**config.mk**
```make
export PLATFORM = sky130hd
export DESIGN_NAME = decode
export DESIGN_NICKNAME = d
export VERILOG_FILES = /design/src/rtl/fsk_frame_pkg.sv /design/src/rtl/hamming74_correct.sv /design/src/rtl/decode.sv
export SDC_FILE = /design/constraint.sdc
export NUM_CORES = 1
export LEC_CHECK = 0
export BUFFER_PORTS_ARGS = -buffer_cell sky130_fd_sc_hd__buf_4
export CAP_MARGIN = 10
export CORE_ASPECT_RATIO = 0.8
export CORE_MARGIN = 2
export CORE_UTILIZATION = 54
export DETAILED_ROUTE_END_ITERATION = 10
export GPL_TIMING_DRIVEN = 0
export PLACE_DENSITY = 0.79
export SLEW_MARGIN = 5
export SYNTH_ARGS = -nofsm -noshare
export SYNTH_HDL_FRONTEND = slang
export SYNTH_SLANG_ARGS = --single-unit
```
**constraint.sdc**
```tcl
create_clock -name clk -period 2 [get_ports clk]
set_clock_uncertainty 0.05 [all_clocks]
set_input_delay 0.2 -clock clk [delete_from_list [all_inputs] [get_ports clk]]
set_output_delay 0.2 -clock clk [all_outputs]
set_load 0.005 [all_outputs]
```
**src/rtl/fsk_frame_pkg.sv**
```systemverilog
// rtl/fsk_frame_pkg.sv - FSK frame constants and FSM states shared by encoder and decoder
package fsk_frame_pkg;

  localparam logic [2:0] PREAMBLE     = 3'b110;
  localparam int         FRAME_BITS   = 10;
  localparam int         PAYLOAD_BITS = 7;

  typedef enum logic [1:0] {
    IDLE = 2'd0,
    PRE1 = 2'd1,
    PRE2 = 2'd2,
    DATA = 2'd3
  } state_t;

  // Syndrome {s1,s2,s3} produced by a single flip of each data bit
  localparam logic [2:0] SYN_D3 = 3'b111;
  localparam logic [2:0] SYN_D2 = 3'b110;
  localparam logic [2:0] SYN_D1 = 3'b101;
  localparam logic [2:0] SYN_D0 = 3'b011;

endpackage

```
**src/rtl/hamming74_correct.sv**
```systemverilog
// rtl/hamming74_correct.sv - combinational Hamming(7,4) syndrome and single-bit correction
module hamming74_correct
  import fsk_frame_pkg::*;
(
  input  logic [6:0] i_code,
  input  logic       i_correct_en,
  output logic [3:0] o_data,
  output logic [2:0] o_syndrome,
  output logic       o_err
);

  // i_code = {d3,d2,d1,d0,p1,p2,p3}
  logic       w_s1;
  logic       w_s2;
  logic       w_s3;
  logic [2:0] w_syn;
  logic [3:0] w_flip;

  assign w_s1  = i_code[2] ^ i_code[6] ^ i_code[5] ^ i_code[4];
  assign w_s2  = i_code[1] ^ i_code[6] ^ i_code[5] ^ i_code[3];
  assign w_s3  = i_code[0] ^ i_code[6] ^ i_code[4] ^ i_code[3];
  assign w_syn = {w_s1, w_s2, w_s3};

  // Parity-only syndromes fall to default: the data nibble is already right
  always_comb begin
    w_flip = 4'b0000;
    if (i_correct_en) begin
      case (w_syn)
        SYN_D3:  w_flip = 4'b1000;
        SYN_D2:  w_flip = 4'b0100;
        SYN_D1:  w_flip = 4'b0010;
        SYN_D0:  w_flip = 4'b0001;
        default: w_flip = 4'b0000;
      endcase
    end
  end

  assign o_data     = i_code[6:3] ^ w_flip;
  assign o_syndrome = w_syn;
  assign o_err      = |w_syn;

endmodule

```
**src/rtl/decode.sv**
```systemverilog
// rtl/decode.sv - serial FSK frame decoder: preamble hunt, Hamming(7,4) capture and correction
module decode
  import fsk_frame_pkg::*;
#(
  parameter logic CORRECT_EN = 1'b1
) (
  input  logic       clk,
  input  logic       rst_n,
  input  logic       data_in,
  output logic [3:0] data_out,
  output logic       data_valid,
  output logic       err_corrected,
  output logic [2:0] syndrome,
  output logic       busy
);

  localparam logic [2:0] LAST_CNT = 3'(PAYLOAD_BITS - 1);

  state_t                  r_state;
  state_t                  w_state_nxt;
  logic [2:0]              r_cnt;
  logic [PAYLOAD_BITS-2:0] r_shift;
  logic [3:0]              r_data;
  logic                    r_valid;
  logic                    r_err;
  logic [2:0]              r_syn;

  logic                    w_last;
  logic [6:0]              w_code;
  logic [3:0]              w_data;
  logic [2:0]              w_syn;
  logic                    w_err;

  assign w_last = (r_state == DATA) && (r_cnt == LAST_CNT);
  // p3 is still on the wire at the final edge, so it joins the codeword unregistered
  assign w_code = {r_shift, data_in};

  hamming74_correct u_hamming (
    .i_code       (w_code),
    .i_correct_en (CORRECT_EN),
    .o_data       (w_data),
    .o_syndrome   (w_syn),
    .o_err        (w_err)
  );

  always_ff @(posedge clk or negedge rst_n) begin
    if (!rst_n) r_state <= IDLE;
    else        r_state <= w_state_nxt;
  end

  always_comb begin
    w_state_nxt = r_state;
    case (r_state)
      IDLE:    if (data_in == PREAMBLE[2]) w_state_nxt = PRE1;
      PRE1:    w_state_nxt = (data_in == PREAMBLE[1]) ? PRE2 : IDLE;
      PRE2:    if (data_in == PREAMBLE[0]) w_state_nxt = DATA;
      DATA:    if (w_last) w_state_nxt = IDLE;
      default: w_state_nxt = IDLE;
    endcase
  end

  always_ff @(posedge clk or negedge rst_n) begin
    if (!rst_n) begin
      r_cnt   <= '0;
      r_shift <= '0;
      r_data  <= '0;
      r_valid <= 1'b0;
      r_err   <= 1'b0;
      r_syn   <= '0;
    end else begin
      r_valid <= w_last;
      if (r_state == PRE2) begin
        r_cnt <= '0;
      end else if (r_state == DATA) begin
        r_cnt   <= r_cnt + 3'd1;
        r_shift <= {r_shift[PAYLOAD_BITS-3:0], data_in};
      end
      if (w_last) begin
        r_data <= w_data;
        r_err  <= w_err;
        r_syn  <= w_syn;
      end
    end
  end

  assign data_out      = r_data;
  assign data_valid    = r_valid;
  assign err_corrected = r_err;
  assign syndrome      = r_syn;
  assign busy          = (r_state != IDLE);

endmodule

```
==> impl_metrics.ini, run 1 <==
[run_status]
run_status = complete, no violations

[sta]
final_min_period_over_clock_period = 0.907
setup_viol = 0
rsz0062_at_grt = no
timing.final.max_slew_violations = 0
timing.final.crit_period_ns = 1.81
tightestPinTransition_ns = 0.522
setup_tns_ns = 0
worst_slack_ns = 0.187
maxClockFrequency_mhz = 552
finalHoldViolCount = 0
timing.max_slew.rel_slack = 0.649

[floorplan]
die_area_sq_um = 2190
row_count = 13
core_area_sq_um = 1680
initial_utilization = 0.588
die_x_um = 51.8
die_h_um = 42.2
ioPinCount = 13

[placement]
placement.cell_area_sq_um = 1100
port-buffer-count = 12
place_hpwl_um = 1250
globalplace.congestion = 0.821
pre_cts_ws_ns = 0.180

[synth]
yosysSeqAreaShare = 0.508
ys_types = 27
synthesis.yosys.warnings = 0
yosys_register_bits = 20
average_footprint_of_a_synthesized_cell_sq_um = 11.2
syn_nets = 93
postSynthCellCount = 88
mapped_cell_area_sq_um = 986

[setup_path]
cp.arrival_ns = 1.96
worst_path_class_setup = reg2reg
cp_data_required_time_ns = 2.15
worstSetupStartpointType = register
worstPathMaxFanout = 6
worst-r2r-cell-count = 4
cp-end-kind = register

[worst_hold_path]
hold_class = in2reg
hold_depth = 2

[drt]
detail_route.drc_violations = 0
ant_nets = 0
drt_first_pass_iters = 4
routedWlPerCell_um = 13.1
vias = 685
route.final.wire_length_um = 1670
vias_per_inst = 5.39
count_of_routing_violations_after_the_opening_detailed_route_iteration = 28

[clocking]
clkSlewWorstSetupHoldPaths_ns = 0.12
cts.path.max_buffers = 2
worstSkewPairLatency_ns = 0.31
tritoncts.num_buffers = 3
post_cts_resized = 0
clock_sinks = 20
buffers_inserted_by_post_cts_timing_repair = 0
maximum_level_of_the_cts_h_tree = 1
ctsRootBufferMaster = clkbuf_4
tritoncts = built
hold_buf_count_cts = 1

[layout]
layout.cells.most_common = dfrtp_1
post_route_cells_drive_above_1_share = 0.267
most-common-layout-cells = dfrtp_1, buf_4, nand2_1, o21ai_0
finalCoreUtilization = 0.696
syn_to_final_growth_pct = 18.3
nFillCells = 128
layout.cell_area.non_filler_sq_um = 1170
antenna_cells = 0
final_nets = 111

[global_route]
grt_first_pass_wirelength_um = 2820
grt_pass1_vias = 612
number_of_antenna_violations_at_the_first_check_in_global_routing = 0
grt.total_usage = 0.179
overflow = 0
maximum_number_of_pins_on_one_net_before_global_route_repair = 21

[run]
drv.max_cap_violation_count = 0
through the flow:
| stage | instances | hold slack (ns) |
|---|---|---|
| floorplan | 88 | -0.146 |
| global placement | 122 | 0.0378 |
| detailed placement | 122 | 0.0406 |
| CTS | 127 | 0.102 |
| global route | 127 | 0.106 |
| finish | 127 | 0.107 |
synth_stat cells:
cell type   n  area, sq um
a21oi_1     1         5.00
a31oi_1     1         6.26
a41oi_1     1         8.76
buf_4       1         7.51
clkbuf_1    1         3.75
clkbuf_8    1         13.8
clkinv_1    1         3.75
dfrtp_1    20          500
ha_1        2         25.0
inv_1       3         11.3
mux2_2      6         67.6
mux2i_1     1         10.0
nand2_1     8         30.0
nand2b_1    1         6.26
nand3_1     5         25.0
nand3b_1    1         7.51
nand4_1     4         25.0
nor2_1      6         22.5
o21ai_0     7         35.0
o22ai_1     1         6.26
o311ai_1    3         26.3
or2_2       1         6.26
or3_1       1         6.26
xnor2_1     6         52.6
xnor3_2     1         23.8
xor2_1      2         17.5
xor2_2      2         32.5
routing by layer:
layer / track usage / vias up / share of wire
met1: 0.251 / 318 / 0.47
met5: 0 / - / 0
li1: - / 341 / -
met2: 0.264 / 24 / 0.45
met4: 0.0316 / 0 / 0.0066
met3: 0.0750 / 2 / 0.076
critical path: stages, from the launching register on:
cell,delay [ns]
dfrtp_1,0.47
xnor3_2,0.52
xor2_2,0.20
o311ai_1,0.36
nand3_1,0.11
final timing paths:
path | from | to | slack, ns
setup reg to reg | r_shift[5] | data_out[2] | 0.19
hold / removal | data_in | r_shift[0] | 0.11
min in group asynchronous | rst_n | asynchronous set/reset pin | 0.23
hold reg to reg | syndrome[2] | syndrome[2] | 0.44
max in group asynchronous | rst_n | r_cnt[0] | 1.45
setup / recovery | r_shift[5] | data_out[2] | 0.19
state kept, by name, indices dropped and copies added, names as in the netlist, named ones only:
| register | cells |
|---|---|
| data_out | 4 |
| syndrome | 3 |
| r_state | 1 |
| r_shift | 6 |
| data_valid | 1 |
| r_cnt | 3 |
| err_corrected | 1 |
cell families (layout without fill, tap and decap cells):
family / after synthesis / count (layout) / synth area share
AOI/OAI and AO/OA: 14 / 14 / 0.0888
and+or+nand+nor: 27 / 27 / 0.131
buffers and inverters: 7 / 24 / 0.0406
adders and majority gates: 2 / 2 / 0.0254
muxes: 7 / 7 / 0.0787
xor gates and xnor gates: 11 / 11 / 0.128
DFF: 20 / 20 / 0.508
area by class of cell:
class | instances | area (sq um) | area share
plain buffers | 3 | 25.0 | 0.0215
clock inverters | 1 | 30.0 | 0.0258
multi-input cells | 61 | 445 | 0.382
well taps | 22 | 27.5 | 0.0236
flip-flops and latches | 20 | 500 | 0.429
inverters | 4 | 15.0 | 0.0129
repair buffers | 13 | 100 | 0.0858
clock buffers | 3 | 22.5 | 0.0193
Power of run 1 is not shown: default switching activity piles up to over one toggle a cycle in this logic, so the estimate is an artifact.
==> inputs of run 2 (changes only) <==
PLACE_DENSITY = 0.86   (was 0.79)
==> run 2 against run 1 <==
Worst setup slack improved by 0.042 ns; first-iteration DRC count decreased by 3.6%; critical path depth unchanged; sequential share of layout area increased by 0.61 points; global-route usage increased by 0.75 points; worst hold slack improved by 0.020 ns; via count increased by 4.2%; register-to-register slack improved by 0.04 ns; fmax increased by 2.4%; critical endpoint unchanged; flip-flop and latch count unchanged; largest cell class unchanged; utilization decreased by 0.97 points; clock-buffer cell count increased by 1.
==> impl_metrics.ini, run 2 (synthesis gave the netlist of run 1 again) <==
[clocking]
post_cts_resized = 0
tritoncts = built
buffers_inserted_by_post_cts_timing_repair = 0
ctsRootBufferMaster = clkbuf_4
clock_sinks = 20
cts.path.max_buffers = 2
tritoncts.num_buffers = 3
worstSkewPairLatency_ns = 0.30
clkSlewWorstSetupHoldPaths_ns = 0.11
maximum_level_of_the_cts_h_tree = 1

[setup_path]
worstPathMaxFanout = 6
cp.arrival_ns = 1.91
worstSetupStartpointType = register
critical_path_buf_inv_count = 0
path_cells = xnor3_2 -> xor2_2 -> o311ai_1 -> nand3_1
cp_data_required_time_ns = 2.14
reg2reg_setup_slack_ns = 0.23
cp-end-kind = register
crit_path_top_delay_cell = xnor3_2
max_stage_delay_ns = 0.52
worst_path_class_setup = reg2reg
critPathTopFamily = XOR/XNOR gates

[layout]
finalCoreUtilization = 0.686
syn_to_final_growth_pct = 16.6
area_of_the_multi_input_gates_sq_um = 445
largest_register_ff_count = 6
register_area_sq_um = 500
post_route_cells_drive_above_1_share = 0.267
antenna_cells = 0
final_nets = 111
most-common-layout-cells = dfrtp_1, buf_4, nand2_1, o21ai_0
nFillCells = 123
layout.cells.most_common = dfrtp_1
regMostFlops = r_shift

[drt]
routedWlPerCell_um = 13.5
count_of_routing_violations_after_the_opening_detailed_route_iteration = 27
ant_nets = 0
vias_per_inst = 5.62
route.final.wire_length_um = 1710
vias = 714
detail_route.drc_violations = 0
drt_first_pass_iters = 4

[sta]
rsz0062_at_grt = no
hold-worst-slack_ns = 0.127
timing.final.crit_period_ns = 1.77
setup_tns_ns = 0
tightestPinTransition_ns = 0.387
final_min_period_over_clock_period = 0.886
timing.final.max_slew_violations = 0
maxClockFrequency_mhz = 565
timing.max_slew.rel_slack = 0.740
setup_viol = 0
finalHoldViolCount = 0

[floorplan]
core_area_sq_um = 1680
ioPinCount = 13
initial_utilization = 0.588
die_area_sq_um = 2190
row_count = 13
die_x_um = 51.8
die_h_um = 42.2

[global_route]
maximum_number_of_pins_on_one_net_before_global_route_repair = 21
grt_first_pass_wirelength_um = 3000
number_of_antenna_violations_at_the_first_check_in_global_routing = 0
overflow = 0
grt_pass1_vias = 685
grt.total_usage = 0.187

[power_and_ir_drop]
worst_supply_voltage_drop_on_vdd_uv = 1210
power_density_nw_per_um2 = 1960
cellLeakagePower_nw = 0.517

[run]
drv.max_cap_violation_count = 0

[placement]
globalplace.congestion = 0.848
port-buffer-count = 12
place_hpwl_um = 1340

[worst_hold_path]
hold_class = in2reg

[run_status]
run_status = complete, no violations
## run 2: per-layer routing
metal  vias up  wire [um]  global-route usage  share of wire
met5         -          0                   0              0
met2        29        903               0.321           0.53
met3         0        114              0.0750          0.067
li1        339          -                   -              -
met1       346        693               0.219           0.41
met4         0          0              0.0421              0
## run 2: worst register-to-register path, stage by stage, from the launching register on
cell      delay [ns]
dfrtp_1         0.47
xnor3_2         0.52
xor2_2          0.20
o311ai_1        0.31
nand3_1         0.10
## run 2: worst paths after layout
kind,start,to,cells past startpoint
worst max-delay path,r_shift[5],data_out[2],4
worst min-delay path,data_in,r_shift[0],2
min in group asynchronous,rst_n,r_state[0],2
worst min register to register,data_out[2],data_out[2],2
worst max register to register,r_shift[5],data_out[2],4
max in group asynchronous,rst_n,r_shift[5],2
## run 2: cell type report
class                   count  share of cell area
well taps                  22              0.0239
plain buffers               3              0.0218
flip-flops and latches     20               0.435
inverters                   4              0.0131
clock buffers               4              0.0316
multi-input cells          61               0.387
repair buffers             13              0.0871
## run 2: what timing repair did
action,in CTS,in global routing
setup endpoints to repair,0,0
hold buffers,1,0
endpoints found under the hold margin,20,0
## run 2: power by group
group	total, W	leakage [nW]	internal, W	switching [W]
Combinational	0.00128	0.262	0.000574	0.000702
Sequential	0.000751	0.234	0.000595	0.000156
Clock	0.000226	0.0210	0.000111	0.000115
## run 2: through the flow
| stage | setup slack [ns] | cells | total power, W | area [sq um] |
|---|---|---|---|---|
| 6_report | 0.229 | 127 | 0.00225 | 1150 |
| 5_1_grt | 0.122 | 127 | 0.00244 | 1150 |
| 4_1_cts | 0.214 | 127 | 0.00227 | 1150 |
| 3_5_place_dp | 0.229 | 122 | 0.00203 | 1100 |
| 3_3_place_gp | 0.268 | 122 | 0.00194 | 1100 |
| 2_1_floorplan | 0.384 | 88 | 0.00168 | 986 |
No activity file was read; power rests on OpenSTA's default activity.
==> inputs of run 3 (changes only) <==
CTS_BUF_LIST = sky130_fd_sc_hd__clkbuf_16   (was unset)
clock period = 1.92 ns   (was 2 ns; I/O delays follow)
==> run 3 against run 2 <==
Clock power increased by 85%; sequential share of layout area shrank 1.6 points; die area is the same; flip-flop and latch count unchanged; global-route usage is 0.98 points higher; design area up 3.7%; via count up 2.2%; non-clock buffer count unchanged; critical endpoint unchanged.
==> impl_metrics.ini, run 3 (synthesis gave the netlist of run 1 again) <==
[clocking]
buffers_inserted_by_post_cts_timing_repair = 0
clkSlewWorstSetupHoldPaths_ns = 0.05
ctsRootBufferMaster = clkbuf_16
worstSkewPairLatency_ns = 0.25
tritoncts.num_buffers = 3
tritoncts = built
post_cts_resized = 0
maximum_level_of_the_cts_h_tree = 1
cts.path.max_buffers = 2
hold_buf_count_cts = 1
clock_sinks = 20

[global_route]
number_of_antenna_violations_at_the_first_check_in_global_routing = 0
maximum_number_of_pins_on_one_net_before_global_route_repair = 21
grt.total_usage = 0.197
grt_first_pass_wirelength_um = 3150
overflow = 0
grt_pass1_vias = 734

[sta]
setup_tns_ns = 0
timing.max_slew.rel_slack = 0.732
final_min_period_over_clock_period = 0.925
tightestPinTransition_ns = 0.399
finalHoldViolCount = 0
timing.final.max_slew_violations = 0
setup_viol = 0
timing.final.crit_period_ns = 1.78
maxClockFrequency_mhz = 563
rsz0062_at_grt = no

[setup_path]
cp-end-kind = register
cp.arrival_ns = 1.85
worst_path_class_setup = reg2reg
worstPathMaxFanout = 6
worstSetupStartpointType = register
worst-r2r-cell-count = 4
cp_data_required_time_ns = 1.99

[layout]
final_nets = 111
layout.cells.most_common = dfrtp_1
largest_register_ff_count = 6
syn_to_final_growth_pct = 20.9
post_route_cells_drive_above_1_share = 0.257
nFillCells = 111
most-common-layout-cells = dfrtp_1, buf_4, nand2_1, o21ai_0
regMostFlops = r_shift
antenna_cells = 0

[floorplan]
initial_utilization = 0.588
die_area_sq_um = 2190
row_count = 13
core_area_sq_um = 1680
die_x_um = 51.8
ioPinCount = 13
die_h_um = 42.2

[run_status]
run_status = complete, no violations

[drt]
ant_nets = 0
count_of_routing_violations_after_the_opening_detailed_route_iteration = 29
route.final.wire_length_um = 1830
routedWlPerCell_um = 14.4
vias = 730
vias_per_inst = 5.75
drt_first_pass_iters = 4
detail_route.drc_violations = 0

[power_and_ir_drop]
fin_total_pwr_w = 0.00255
power_density_nw_per_um2 = 2140
cellLeakagePower_nw = 0.535
worst_supply_voltage_drop_on_vdd_uv = 1180

[worst_hold_path]
hold_depth = 2
hold_class = in2reg

[placement]
globalplace.congestion = 0.848
port-buffer-count = 12
place_hpwl_um = 1340

[run]
drv.max_cap_violation_count = 0
## run 3: worst paths after layout
| path | startpoint | to | slack (ns) |
|---|---|---|---|
| max | r_shift[5] | data_out[2] | 0.14 |
| min | data_in | r_shift[0] | 0.17 |
| max reg2reg | r_shift[5] | data_out[2] | 0.14 |
| min reg2reg | data_out[2] | data_out[2] | 0.43 |
| max in group asynchronous | rst_n | r_shift[0] | 1.29 |
| min in group asynchronous | rst_n | asynchronous set/reset pin | 0.32 |
## run 3: power by group
group          switching (W)  internal, W  leakage, nW
clock network       0.000141     0.000277       0.0385
logic               0.000749     0.000598        0.262
registers           0.000163     0.000622        0.234
total                0.00105      0.00150        0.535
## run 3: cell type report
cell class | count | area (sq um) | share of cell area
plain buffers | 3 | 25.0 | 0.0210
clock buffers | 3 | 75.1 | 0.0630
clock inverters | 1 | 3.75 | 0.00315
inverters | 4 | 15.0 | 0.0126
multi-input cells | 61 | 445 | 0.374
flip-flops and latches | 20 | 500 | 0.420
well taps | 22 | 27.5 | 0.0231
repair buffers | 13 | 100 | 0.0839
## run 3: per-layer routing
metal	vias to the layer above	wire length [um]	global-route usage
li1	338	-	-
met3	6	114	0.0821
met5	-	0	0
met4	0	38	0.0842
met1	351	752	0.230
met2	35	921	0.315
## run 3: stage by stage
step | hold slack, ns | instances | setup WS [ns] | cell area [sq um] | util
floorplan | -0.154 | 88 | 0.304 | 986 | -
global placement | 0.0262 | 122 | 0.188 | 1100 | 0.659
detailed placement | 0.0329 | 122 | 0.149 | 1100 | 0.659
CTS | 0.170 | 127 | 0.142 | 1190 | 0.712
global route | 0.178 | 127 | 0.0591 | 1190 | 0.712
finish | 0.174 | 127 | 0.144 | 1190 | 0.712
## run 3: critical path, cell delays in order, from the launching register on
cell      delay (ns)
dfrtp_1         0.46
xnor3_2         0.53
xor2_2          0.20
o311ai_1        0.31
nand3_1         0.10
